File: src/rtl/hub_port.sv
// Cog-side initiator for the cog<->hub bus: holds one hub op on the bus until the hub
// acks in an ena_bus window, then returns a one-cycle response; a watchdog flags lost acks.
module hub_port #(
   parameter int TIMEOUT_WIN = 16
) (
   input  logic        clk_cog,
   input  logic        nres,
   input  logic        ena_bus,
   input  logic        cog_run,
   input  logic        req_valid,
   output logic        req_ready,
   input  logic        req_r,
   input  logic        req_w,
   input  logic [1:0]  req_s,
   input  logic [15:0] req_a,
   input  logic [31:0] req_d,
   input  logic        bus_sel,
   output logic        bus_r,
   output logic        bus_e,
   output logic        bus_w,
   output logic [1:0]  bus_s,
   output logic [15:0] bus_a,
   output logic [31:0] bus_d,
   input  logic        bus_ack,
   input  logic [31:0] bus_q,
   input  logic        bus_c,
   output logic        rsp_valid,
   output logic [31:0] rsp_q,
   output logic        rsp_c,
   output logic        rsp_err
);

   localparam int CW = $clog2(TIMEOUT_WIN);
   localparam logic [CW-1:0] LAST_WIN = CW'(TIMEOUT_WIN - 1);
   localparam logic [1:0] SIZE_SYS = 2'b11;

   typedef enum logic [1:0] {
      ST_IDLE,
      ST_REQ,
      ST_RSP
   } state_e;

   typedef struct packed {
      logic        r;
      logic        w;
      logic [1:0]  s;
      logic [15:0] a;
      logic [31:0] d;
   } op_t;

   state_e        state_q, state_d;
   logic [CW-1:0] cnt_q, cnt_d;
   op_t           op_q, op_d;
   logic [31:0]   rsp_q_q, rsp_q_d;
   logic          rsp_c_q, rsp_c_d;
   logic          rsp_err_q, rsp_err_d;

   logic          drive_bus;
   logic          plain_write;

   // Bus drive is purely combinational so an abort or a dropped select clears it the same cycle.
   assign drive_bus   = nres & cog_run & bus_sel & (state_q == ST_REQ);
   assign plain_write = op_q.w & (op_q.s != SIZE_SYS);

   assign req_ready = nres & cog_run & (state_q == ST_IDLE);
   assign rsp_valid = (state_q == ST_RSP);
   assign rsp_q     = rsp_q_q;
   assign rsp_c     = rsp_c_q;
   assign rsp_err   = rsp_err_q;

   assign bus_e = drive_bus;
   assign bus_r = op_q.r & drive_bus;
   assign bus_w = op_q.w & drive_bus;
   assign bus_s = op_q.s & {2{drive_bus}};
   assign bus_a = op_q.a & {16{drive_bus}};
   assign bus_d = op_q.d & {32{drive_bus}};

   // NOTE: every always_comb output gets a default first so no path can infer a latch.
   always_comb begin
      state_d   = state_q;
      cnt_d     = cnt_q;
      op_d      = op_q;
      rsp_q_d   = rsp_q_q;
      rsp_c_d   = rsp_c_q;
      rsp_err_d = rsp_err_q;

      if (!cog_run) begin
         state_d = ST_IDLE;
      end else begin
         unique case (state_q)
            ST_IDLE: begin
               if (req_valid) begin
                  op_d    = '{r: req_r, w: req_w, s: req_s, a: req_a, d: req_d};
                  cnt_d   = '0;
                  state_d = ST_REQ;
               end
            end
            ST_REQ: begin
               // Ack is only meaningful inside a bus window, and it wins over the timeout.
               if (ena_bus) begin
                  if (bus_ack) begin
                     rsp_q_d   = plain_write ? 32'h0 : bus_q;
                     rsp_c_d   = bus_c;
                     rsp_err_d = 1'b0;
                     state_d   = ST_RSP;
                  end else if (cnt_q == LAST_WIN) begin
                     rsp_q_d   = 32'h0;
                     rsp_c_d   = 1'b0;
                     rsp_err_d = 1'b1;
                     state_d   = ST_RSP;
                  end else begin
                     cnt_d = cnt_q + 1'b1;
                  end
               end
            end
            ST_RSP: begin
               state_d = ST_IDLE;
            end
            default: begin
               state_d = ST_IDLE;
            end
         endcase
      end
   end

   // NOTE: sequential state uses non-blocking assignments only, so every register sees pre-edge values.
   always_ff @(posedge clk_cog) begin
      if (!nres) begin
         state_q   <= ST_IDLE;
         cnt_q     <= '0;
         op_q      <= '0;
         rsp_q_q   <= 32'h0;
         rsp_c_q   <= 1'b0;
         rsp_err_q <= 1'b0;
      end else begin
         state_q   <= state_d;
         cnt_q     <= cnt_d;
         op_q      <= op_d;
         rsp_q_q   <= rsp_q_d;
         rsp_c_q   <= rsp_c_d;
         rsp_err_q <= rsp_err_d;
      end
   end

endmodule
File: config.mk
export PLATFORM = sky130hd
export DESIGN_NAME = hub_port
export DESIGN_NICKNAME = d
export VERILOG_FILES = /design/src/rtl/hub_port.sv
export SDC_FILE = /design/constraint.sdc
export NUM_CORES = 1
export LEC_CHECK = 0
export CAP_MARGIN = 5
export CORE_AREA = 2 2 94 105
export CTS_CLUSTER_DIAMETER = 120
export DETAILED_ROUTE_END_ITERATION = 6
export DIE_AREA = 0 0 96 107
export PLACE_DENSITY = 0.8
export REMOVE_ABC_BUFFERS = 1
export SLEW_MARGIN = 20
export SYNTH_ARGS = -nofsm -noshare
export SYNTH_HDL_FRONTEND = slang
export SYNTH_SLANG_ARGS = --single-unit
export TNS_END_PERCENT = 20
File: constraint.sdc
create_clock -name clk_cog -period 2 [get_ports clk_cog]
set_input_delay 0.3 -clock clk_cog [delete_from_list [all_inputs] [get_ports clk_cog]]
set_output_delay 0.3 -clock clk_cog [all_outputs]
set_load 0.01 [all_outputs]
==> results.cfg, run 1 <==
[clock_network]
numCtsBuffers = 9
postCtsHoldBufs = 0
htree_levels = 3
clk_pin_slew_ns = 0.08
cts_buffer_depth = 2
cts-root-buf = clkbuf_8
cts_tree = yes
insertion_delay_ns = 0.35
cts.sinks = 92

[critical_path]
critical_path.max_fanout = 13
r2r_cells = 7
cp.required_ns = 1.70
path_class = reg -> out
worst_setup_path_end_kind = output pin
r2r_start = state_q[1]$_SDFFE_PN0P_
cp.arrival_ns = 1.73
worst_setup_path_start_kind = flop
reg2reg_to = cnt_q[3]$_SDFFE_PN0P_
reg2reg_slack_ns = 0.28

[detailed_routing]
drc = 0
wirelength_mm = 12.1
ant_nets = 0
dr.pass1.iters = 4
drt_iter0_drc = 125
avgRoutedWirePerCell_um = 15.5
num_vias = 4005
routed_via_density = 5.15

[cells_and_area]
area_growth_pct = 65.4
nets = 748
utilization = 0.668
final_cell_mix = 140 x nand2_1, 126 x clkdlybuf4s50_1, 91 x dfxtp_1, 52 x a21oi_1, 37 x nand3_1
final_common_cell = nand2_1
antennaDiodeCount = 0
final_cells = 777
drive_gt1_frac = 0.202

[yosys]
seq_area_frac_synth = 0.495
avgSynthCellArea_sq_um = 7.74
yosys_warnings = 0
yosysUniqueCellTypes = 29
ys_ff_latch = 92
syn-cell-area_sq_um = 3720
synth_cells = 481

[power]
p_sw_frac = 0.235
total_power_mw = 3.64
power_density_nw_per_um2 = 592
switchingPower_mw = 0.857
leakage_nw = 2.47
worst_ir_drop_vdd_uv = 369
comb_power_share = 0.127
power.internal_mw = 2.79
clkPwrFrac = 0.348
pwr-share-seq = 0.525

[global_routing]
antenna_found_initial = 0
grt_pass1_wl_mm = 18.4
track_usage = 0.232
grt_pass1_vias = 3862
grt_max_degree = 70
grt-ovfl-total = 0

[sta]
final_max_slew_viol_count = 0
setup_ws_ns = -0.0301
fmax_mhz = 493
skew_ns = 0.00425
rsz0062_at_grt = true
hold_viol_final = 0
tightest_slew_ns = 0.576
slew_headroom = 0.616
fin_crit_ns = 2.03
setup_viol_count_final = 25
min_period_over_period = 1.02

[floorplan]
die_w_um = 96
core_sq_um = 9210
ios = 181
dieArea_sq_um = 10300
rows = 37
start_util = 0.404
dieHeight_um = 107

[status]
outcome = finished, violations left
violations = negative setup slack

[placement]
place_congestion = 0.805
place_ws_ns = -0.293
dp_hpwl_mm = 7.76
port_buffers = 180
dp.cells = 753

[flow_run]
maxCapViolCount = 0

[min_path]
worstHoldStart = op_q[16]$_SDFFE_PN0P_
hold_depth = 2
hold_class = reg -> reg
hold_end = op_q[16]$_SDFFE_PN0P_
-- routing by layer --
metal,track usage,share of wire,vias to the layer above
met3,0.0864,0.12,18
met2,0.373,0.46,195
li1,-,-,1964
met4,0.106,0.024,0
met5,0,0,-
met1,0.271,0.40,1828
-- cell type report --
cell class	instances	area (sq um)
Sequential cell	92	1840
Inverter	1	3.75
Timing Repair Buffer	206	2110
Multi-Input combinational cell	345	1850
Tap cell	117	146
Fill cell	700	3060
Clock buffer	12	155
Clock inverter	4	47.5
-- stage by stage --
stage	area (sq um)	setup TNS, ns	hold WS [ns]
2_1_floorplan	3530	0	0.407
3_3_place_gp	5690	-13.86	0.437
3_5_place_dp	5690	-14.89	0.444
4_1_cts	6040	-1.44	0.456
5_1_grt	6160	-3.82	0.473
6_report	6160	-0.403	0.460
-- flip-flops by register name, indices dropped and copies added (netlist names) --
| signal | cells |
|---|---|
| state_q | 2 |
| cnt_q | 4 |
| op_q | 52 |
| rsp_c | 1 |
| rsp_err | 1 |
| rsp_q | 32 |
-- what timing repair did --
item / in CTS / in global routing
resized for setup: 264 / 21
cloned: 4 / 0
setup endpoints to repair: 53 / 52
pin swaps: 19 / 4
endpoints found under the hold margin: 0 / 0
buffers inserted: 3 / 1
-- worst max-delay path, stage by stage (launching register included) --
cell and delay, ns:
dfxtp_2 0.34, and2b_2 0.22, and3_4 0.22, buf_12 0.14, buf_16 0.14, and3_1 0.18, buf_2 0.13
-- worst max path at each step --
stage | startpoint | to | slack [ns] | depth (start not counted)
3_5_place_dp | cog_run | bus_a[7] | -0.29 | 5
3_3_place_gp | nres | bus_a[7] | -0.29 | 5
6_report | state_q[1]$_SDFFE_PN0P_ | bus_a[8] | -0.03 | 6
5_1_grt | state_q[1]$_SDFFE_PN0P_ | bus_d[16] | -0.10 | 6
2_1_floorplan | state_q[0]$_SDFFE_PN0P_ | bus_a[0] | 0.07 | 3
4_1_cts | state_q[1]$_SDFFE_PN0P_ | bus_d[15] | -0.05 | 6
-- synthesized netlist by cell type --
master	instances	area, sq um
nand4b_4	1	23.8
clkbuf_1	20	75.1
nor2_1	3	11.3
nand2b_1	2	12.5
and2_1	3	18.8
o21ai_0	34	170
a31oi_1	2	12.5
buf_4	2	15.0
and3_1	53	332
mux2i_1	1	10.0
nand2_1	141	529
nand3_1	37	185
inv_1	1	3.75
nor2b_1	3	18.8
o22ai_1	1	6.26
and2b_2	1	8.76
nor4_1	1	6.26
and3b_1	1	8.76
nor3_1	1	5.00
buf_1	1	3.75
clkbuf_2	5	25.0
buf_2	15	75.1
dfxtp_1	92	1840
o31ai_1	2	15.0
o311ai_0	2	17.5
ha_1	1	12.5
nand4_1	1	6.26
a21oi_1	53	265
and2b_1	1	7.51
-- power groups by stage --
stage,combinational (mW),clock [mW],sequential (mW)
floorplan,0.134,0,1.94
global placement,0.428,0,1.95
detailed placement,0.436,0,1.95
CTS,0.457,1.31,1.91
global route,0.502,1.39,1.92
finish,0.461,1.27,1.91
-- cells by family after synthesis --
logic type,synth area share
compound gates,0.131
fa+ha+maj,0.00336
buf+inv,0.0531
flops,0.495
mux,0.00269
simple gates,0.315
Power figures use the tool's default switching activity.
==> run 2: changes to the inputs <==
- ABC_CLOCK_PERIOD_IN_PS: default -> 2000
- GPL_ROUTABILITY_DRIVEN: default -> 0
==> results of run 2 <==
Final layout, timing and power as in run 1 (identical DEF).
==> run 3: changes to the inputs <==
- GPL_TIMING_DRIVEN: default -> 0
- SETUP_SLACK_MARGIN: default -> 0.2
==> run 3 against run 2 <==
- the run now ends clean
- register-to-register slack lost 0.04 ns
- fmax grew 2.4%
- critical path depth is the same
- sequential power is essentially flat
- clock power is essentially flat
- count of clock-buffer cells in the layout grew 2
- critical path type unchanged
- largest cell class is now multi-input combinational cells
- largest power group unchanged
==> results.cfg, run 3 (synthesis results as in run 1) <==
[detailed_routing]
drt_iter0_drc = 111
wirelength_mm = 13.1
drc = 0
routed_via_density = 5.26
num_vias = 4095
ant_nets = 0
avgRoutedWirePerCell_um = 16.9
dr.pass1.iters = 4

[clock_network]
cts.sinks = 92
htree_levels = 3
cts_buffer_depth = 2
clk_pin_slew_ns = 0.08
cts-root-buf = clkbuf_8
numCtsBuffers = 9
insertion_delay_ns = 0.35
cts_tree = yes

[sta]
skew_ns = 0.00639
min_period_over_period = 0.991
tightest_slew_ns = 0.771
hold_viol_final = 0
final_max_slew_viol_count = 0
slew_headroom = 0.486
setup_ws_ns = 0.0171
rsz0062_at_grt = true
hold_slack_ns = 0.374
fin_crit_ns = 1.98
fmax_mhz = 504
setup_viol_count_final = 0

[floorplan]
dieArea_sq_um = 10300
ios = 181
start_util = 0.404
core_sq_um = 9210
rows = 37
die_w_um = 96
dieHeight_um = 107

[power]
worst_ir_drop_vdd_uv = 532
total_power_mw = 3.66
power_density_nw_per_um2 = 619
leakage_nw = 2.53

[placement]
dp_hpwl_mm = 7.25
port_buffers = 180
place_ws_ns = -0.903
dp.cells = 738

[cells_and_area]
utilization = 0.642
largest_register_ffs = 52
final_common_cell = nand2_1
nets = 751
final_cell_mix = 140 x nand2_1, 122 x clkdlybuf4s50_1, 90 x dfxtp_1, 52 x a21oi_1, 48 x and3_1
antennaDiodeCount = 0
drive_gt1_frac = 0.169
largest_register = op_q
area_growth_pct = 58.9
final_cells = 779

[critical_path]
path_delay_family = simple AND/OR/NAND/NOR gates
cp_common_cell = buf_6
worst_setup_path_end_kind = output pin
crit_chain = and2b_4, and3_4, buf_6, buf_6, and3_4, buf_6
reg2reg_slack_ns = 0.24
worst-path-buf-inv = 3
worst_setup_path_start_kind = flop
critPathSlowestCell = dfxtp_2
cp.required_ns = 1.70
slowest_delay_ns = 0.34
path_class = reg -> out
cp.arrival_ns = 1.68
critical_path.max_fanout = 6

[global_routing]
grt_pass1_vias = 3725
grt-ovfl-total = 0
track_usage = 0.239
grt_max_degree = 54
antenna_found_initial = 0
grt_pass1_wl_mm = 18.9

[min_path]
hold_class = in -> reg

[status]
outcome = complete, no violations

[flow_run]
maxCapViolCount = 0
run 3: changes by cell type in the layout (fill, tap and decap cells not counted), moves of 2 or more:
cell	change
a21oi_4	+2
and3_1	+26
and3_4	-19
buf_12	-4
buf_16	-4
buf_2	+21
buf_4	-6
buf_6	-13
clkdlybuf4s50_1	-4
clkinv_2	-2
nand4b_4	+2
run 3: worst paths after layout:
| path | endpoint | cells after the start | startpoint |
|---|---|---|---|
| hold / removal | cnt_q[0]$_SDFFE_PN0P_ | 3 | nres |
| setup / recovery | bus_d[20] | 6 | state_q[1]$_SDFFE_PN0P_ |
| setup reg to reg | rsp_q[10]$_SDFFE_PN0P_ | 4 | cnt_q[0]$_SDFFE_PN0P_ |
| hold reg to reg | op_q[33]$_SDFFE_PN0P_ | 2 | op_q[33]$_SDFFE_PN0P_ |
run 3: worst min-delay path, stage by stage:
cell and delay [ns]:
buf_6 0.20, nand2_1 0.11, o22ai_1 0.05
run 3: stage by stage:
stage               setup TNS [ns]  instance area, sq um
floorplan                        0                  3530
global placement           -277.24                  5480
detailed placement          -53.82                  5540
CTS                              0                  5870
global route               -0.0814                  5920
finish                           0                  5920
run 3: repair_timing:
item	in CTS	in global routing
resized for setup	190	73
endpoints found under the setup margin	92	95
setup buffers	14	0
gates cloned	9	3
pin swaps	2	2
hold buffers	0	0
run 3: final cells by class:
type	count	area (sq um)
fill	773	3300
clock buffer	14	173
tap	117	146
multi-input combinational	357	1910
clock inverter	1	30.0
sequential	92	1850
timing repair buffer	197	1810
inverter	1	6.26
run 3: where the power goes:
part           switching (mW)  internal (mW)  leakage, nW  total (mW)
registers              0.0270           1.88        0.748        1.91
logic                   0.219          0.246         1.68       0.464
clock network           0.613          0.676        0.103        1.29
run 3: layer usage:
layer / share of wire / GRT usage / up-vias
li1: - / - / 2003
met1: 0.39 / 0.294 / 1867
met2: 0.47 / 0.381 / 201
met3: 0.11 / 0.0822 / 24
met4: 0.024 / 0.0929 / 0
met5: 0 / 0 / -
==> RTL edit 1: new RTL, flow settings as in run 3 <==
`TIMEOUT_WIN`: 16 -> 8.
--- a/src/rtl/hub_port.sv
+++ b/src/rtl/hub_port.sv
@@ -1,7 +1,7 @@
 // Cog-side initiator for the cog<->hub bus: holds one hub op on the bus until the hub
 // acks in an ena_bus window, then returns a one-cycle response; a watchdog flags lost acks.
 module hub_port #(
-   parameter int TIMEOUT_WIN = 16
+   parameter int TIMEOUT_WIN = 8
 ) (
    input  logic        clk_cog,
    input  logic        nres,
Function: no difference found for any inputs over 4 cycles, from zero or initial values; that may be too few to reach the edited logic, so the function may still have changed.
==> RTL edit 1 against run 3 <==
  * The flow now finishes with violations (setup timing)
  * Routed wire length shrank 2.2%
  * Critical path type unchanged
  * Hold slack worse by 71 ps
  * Synthesized area up 9.1%
  * Non-clock buffer count up 17
  * Combinational power rose by 3%
  * Sequential cell count down 1
  * Cell area up 13%
  * Die area unchanged
  * Setup slack lost 37 ps
  * Total power is 1.3% higher
==> RTL edit 1: results (changes against run 3) <==
run_status:
  status: "complete, but fails checks"
  violations: "setup timing"
critical_path:
  rr_endpoint: "op_q[0]$_SDFFE_PN0P_"
  cp.arrival_ps: 1720  # +40 ps
  worstPathMaxFanout: 5  # -1
  critPathMaxStageDelay_ps: 370  # +30 ps
  crit_path_top_delay_cell: "dfxtp_4"
timing:
  whs_ps: 303  # -70.9 ps
  finClkSkew_ps: 11.3  # +4.92 ps
  max_slew_margin: 0.562  # +0.0758
  setup_slack_ps: -19.8  # -36.9 ps
  setup_violations: 9  # +9
drt:
  drt-pass1-iter-count: 6  # +2
  m1WireLength_um: 5130  # -0.45%
  wl_met3_um: 1040  # -28%
  wl_met2_um: 6450  # +3.5%
  vias: 3972  # -3.0%
  drtIter0Drc: 152  # +37%
grt:
  grt_usage: 0.248  # +0.00901
  grt_pass1_wl_um: 19800  # +4.7%
  grt_use_met3: 0.0942  # +0.0119
pwr:
  swShare: 0.234  # -0.000544
  p_clk_uw: 1340  # +4%
  p_int_uw: 2840  # +1.4%
placement:
  dp_slack_ps: -837  # +66.6 ps
clock_network:
  post_cts_resized: 298  # +57%
  post_cts_buffers: 28  # +14
hold_path:
  whs_endpoint: "rsp_q[29]$_SDFFE_PN0P_"
synthesis:
  yosys-top-cells-count: "nand2_1, dfxtp_1, and2_1, a21boi_0, mux2i_1"
  syn_avg_cell_area_um2: 8.68  # +12%
  ys_types: 30  # +3.4%
final_layout:
  final_layout_size_suffix_gt1_frac: 0.256  # +0.0872
==> RTL edit 1: cells by family (layout without fill, tap and decap cells) <==
family / count (synthesis) / in the layout / synth area share
AO/OA/AOI/OAI: 59 / 59 / 0.116
adder cells (fa/ha/maj): 2 / 2 / 0.00616
AND/OR/NAND/NOR: 240 / 248 / 0.276
flip-flops: 91 / 91 / 0.448
buffers and inverters: 42 / 233 / 0.0702
multiplexers: 34 / 34 / 0.0838
==> RTL edit 1: cell type report <==
cell class / count / area, um^2 / area share
Sequential cell: 91 / 1830 / 0.275
Inverter: 3 / 11.3 / 0.00169
Multi-Input combinational cell: 343 / 2210 / 0.332
Clock buffer: 12 / 135 / 0.0203
Clock inverter: 4 / 75.1 / 0.0113
Tap cell: 117 / 146 / 0.0220
Timing Repair Buffer: 214 / 2250 / 0.338
==> RTL edit 1: worst reg2reg max path: cells and delay by family (launching register included) <==
family | cells | cell delay [ps]
compound gates | 1 | 210
buf+inv | 1 | 170
flops | 1 | 380
simple gates | 2 | 930
==> RTL edit 2: new RTL, settings of run 3 <==
Made on the original files. Put one more register stage on the output `rsp_err`. The value now appears one clock later. The other outputs are not delayed to match.
--- a/src/rtl/hub_port.sv
+++ b/src/rtl/hub_port.sv
@@ -66,7 +66,9 @@
    assign rsp_valid = (state_q == ST_RSP);
    assign rsp_q     = rsp_q_q;
    assign rsp_c     = rsp_c_q;
-   assign rsp_err   = rsp_err_q;
+   always_ff @(posedge clk_cog) begin
+      rsp_err <= rsp_err_q;
+   end
 
    assign bus_e = drive_bus;
    assign bus_r = op_q.r & drive_bus;
Behaviour: same outputs for any inputs over 4 cycles, from zero or initial values; that may be too few to reach the edited logic, so the function may still have changed.
==> RTL edit 2 against run 3 <==
  * Final cell count rose by 1.7%
  * Total power fell by 1.3%
  * Setup slack got worse by 44 ps
  * Via count rose by 2.7%
  * The run now ends with setup timing left
  * Critical path depth did not move
  * Largest power group unchanged
  * Routed wire length rose by 2.3%
  * Sequential cell count rose by 1
  * Cell area rose by 8.9%
  * Synthesized area rose by 0.77%
  * Largest cell class is now non-clock buffers
  * Maximum frequency fell by 2.2%
==> RTL edit 2: results (changes against run 3) <==
drt:
  viasPerCell: 5.31  # +1.0%
  vias: 4205  # +2.7%
  drtIter0Drc: 211  # +90%
  post_drt_wl_per_cell_um: 17.0  # +0.66%
  drt-pass1-iter-count: 4  # unchanged
critical_path:
  cp.arrival_ps: 1730  # +50 ps
  worstPathMaxFanout: 5  # -1
grt:
  grt_max_degree: 70  # +30%
  grt_usage: 0.245  # +0.00576
  grt_pass1_vias: 3993  # +7.2%
  grt_pass1_wl_um: 19400  # +3.0%
pwr:
  leakage_uw: 0.00249  # -1.4%
  peakVddDrop_mv: 0.364  # -32%
synthesis:
  yosysSeqAreaShare: 0.496  # +0.00154
  synth-compound-area-share: 0.137  # +0.00667
  syn_avg_cell_area_um2: 7.88  # +1.8%
  yosys-top-cells-count: "nand2_1, dfxtp_1, and2_1, a21oi_1, nand3_1"
  synthAdderAreaFrac: 0.00334  # -0.0000258
  ys_top_cells_by_area: "dfxtp_1, nand2_1, and2_1, a21oi_1, nand3_1"
  muxShareOfSynthArea: 0.00267  # -0.0000206
placement:
  hpwl_um: 7150  # -1.5%
  dp_slack_ps: -787  # +117 ps
  placedCellCount: 740  # +0.27%
final_layout:
  num-fill-cells: 668  # -14%
  final_nets: 763  # +1.6%
  final_layout_size_suffix_gt1_frac: 0.279  # +0.109
timing:
  setup_violations: 2  # +2
  max_slew_margin: 0.487  # +0.000935
  setup_slack_ps: -27.3  # -44.4 ps
run_status:
  status: "complete, but fails checks"
  violations: "setup timing"
==> RTL edit 2: final cells by class <==
type	count	area, um^2	share of cell area
repair buffers	211	2180	0.338
clock buffers	16	190	0.0295
flip-flops and latches	93	1870	0.290
inverters	1	8.76	0.00136
well taps	117	146	0.0227
multi-input cells	354	2050	0.318
==> RTL edit 2: layer usage <==
metal  GRT usage  up-vias  part of all wire
li1            -     1976                 -
met1       0.286     1985              0.39
met2       0.394      218              0.48
met3      0.0864       26              0.11
met4       0.118        0             0.024
met5           0        -                 0
==> RTL edit 2: power breakdown <==
part / total (uW) / switching, uW / leakage (uW) / internal, uW
combinational: 458 / 210 / 0.00164 / 249
clock: 1220 / 632 / 0.0000970 / 592
sequential: 1930 / 31.2 / 0.000756 / 1900
==> RTL edit 2: path summary, 6_finish.rpt <==
check,from,slack [ps],to,depth (start not counted)
hold / removal,nres,270,rsp_q[14]$_SDFFE_PN0P_,3
setup / recovery,state_q[1]$_SDFFE_PN0P_,-30,bus_a[3],6
hold reg to reg,rsp_err_q$_SDFFE_PN0P_,400,rsp_err$_DFF_P_,0
setup reg to reg,state_q[1]$_SDFFE_PN0P_,80,state_q[1]$_SDFFE_PN0P_,5
==> RTL edit 2: cell families after synthesis <==
| kind of cell | Yosys count |
|---|---|
| compound gates | 96 |
| simple gates | 247 |
| fa+ha+maj | 1 |
| mux | 1 |
| flops | 93 |
| buf+inv | 38 |
==> RTL edit 2: worst max-delay path, stage by stage (launching register included) <==
cell,delay (ps)
dfxtp_2,350
and2b_4,310
and4_4,290
buf_6,120
buf_6,90
and2_4,130
buf_6,90
==> RTL edit 2: timing repair <==
action,in CTS,in global routing
cloned,8,1
hold endpoints to repair,0,0
buffers inserted,27,0
setup endpoints to repair,77,112
pin swaps,67,39
resized for setup,345,54
==> RTL edit 2: per-stage QoR <==
step           hold WS [ps]  area (um^2)  setup TNS (ps)
2_1_floorplan           331         3550               0
3_3_place_gp            337         5500         -252100
3_5_place_dp            351         5620          -45930
4_1_cts                 266         6220           -56.1
5_1_grt                 272         6440            -326
6_report                271         6440           -31.7
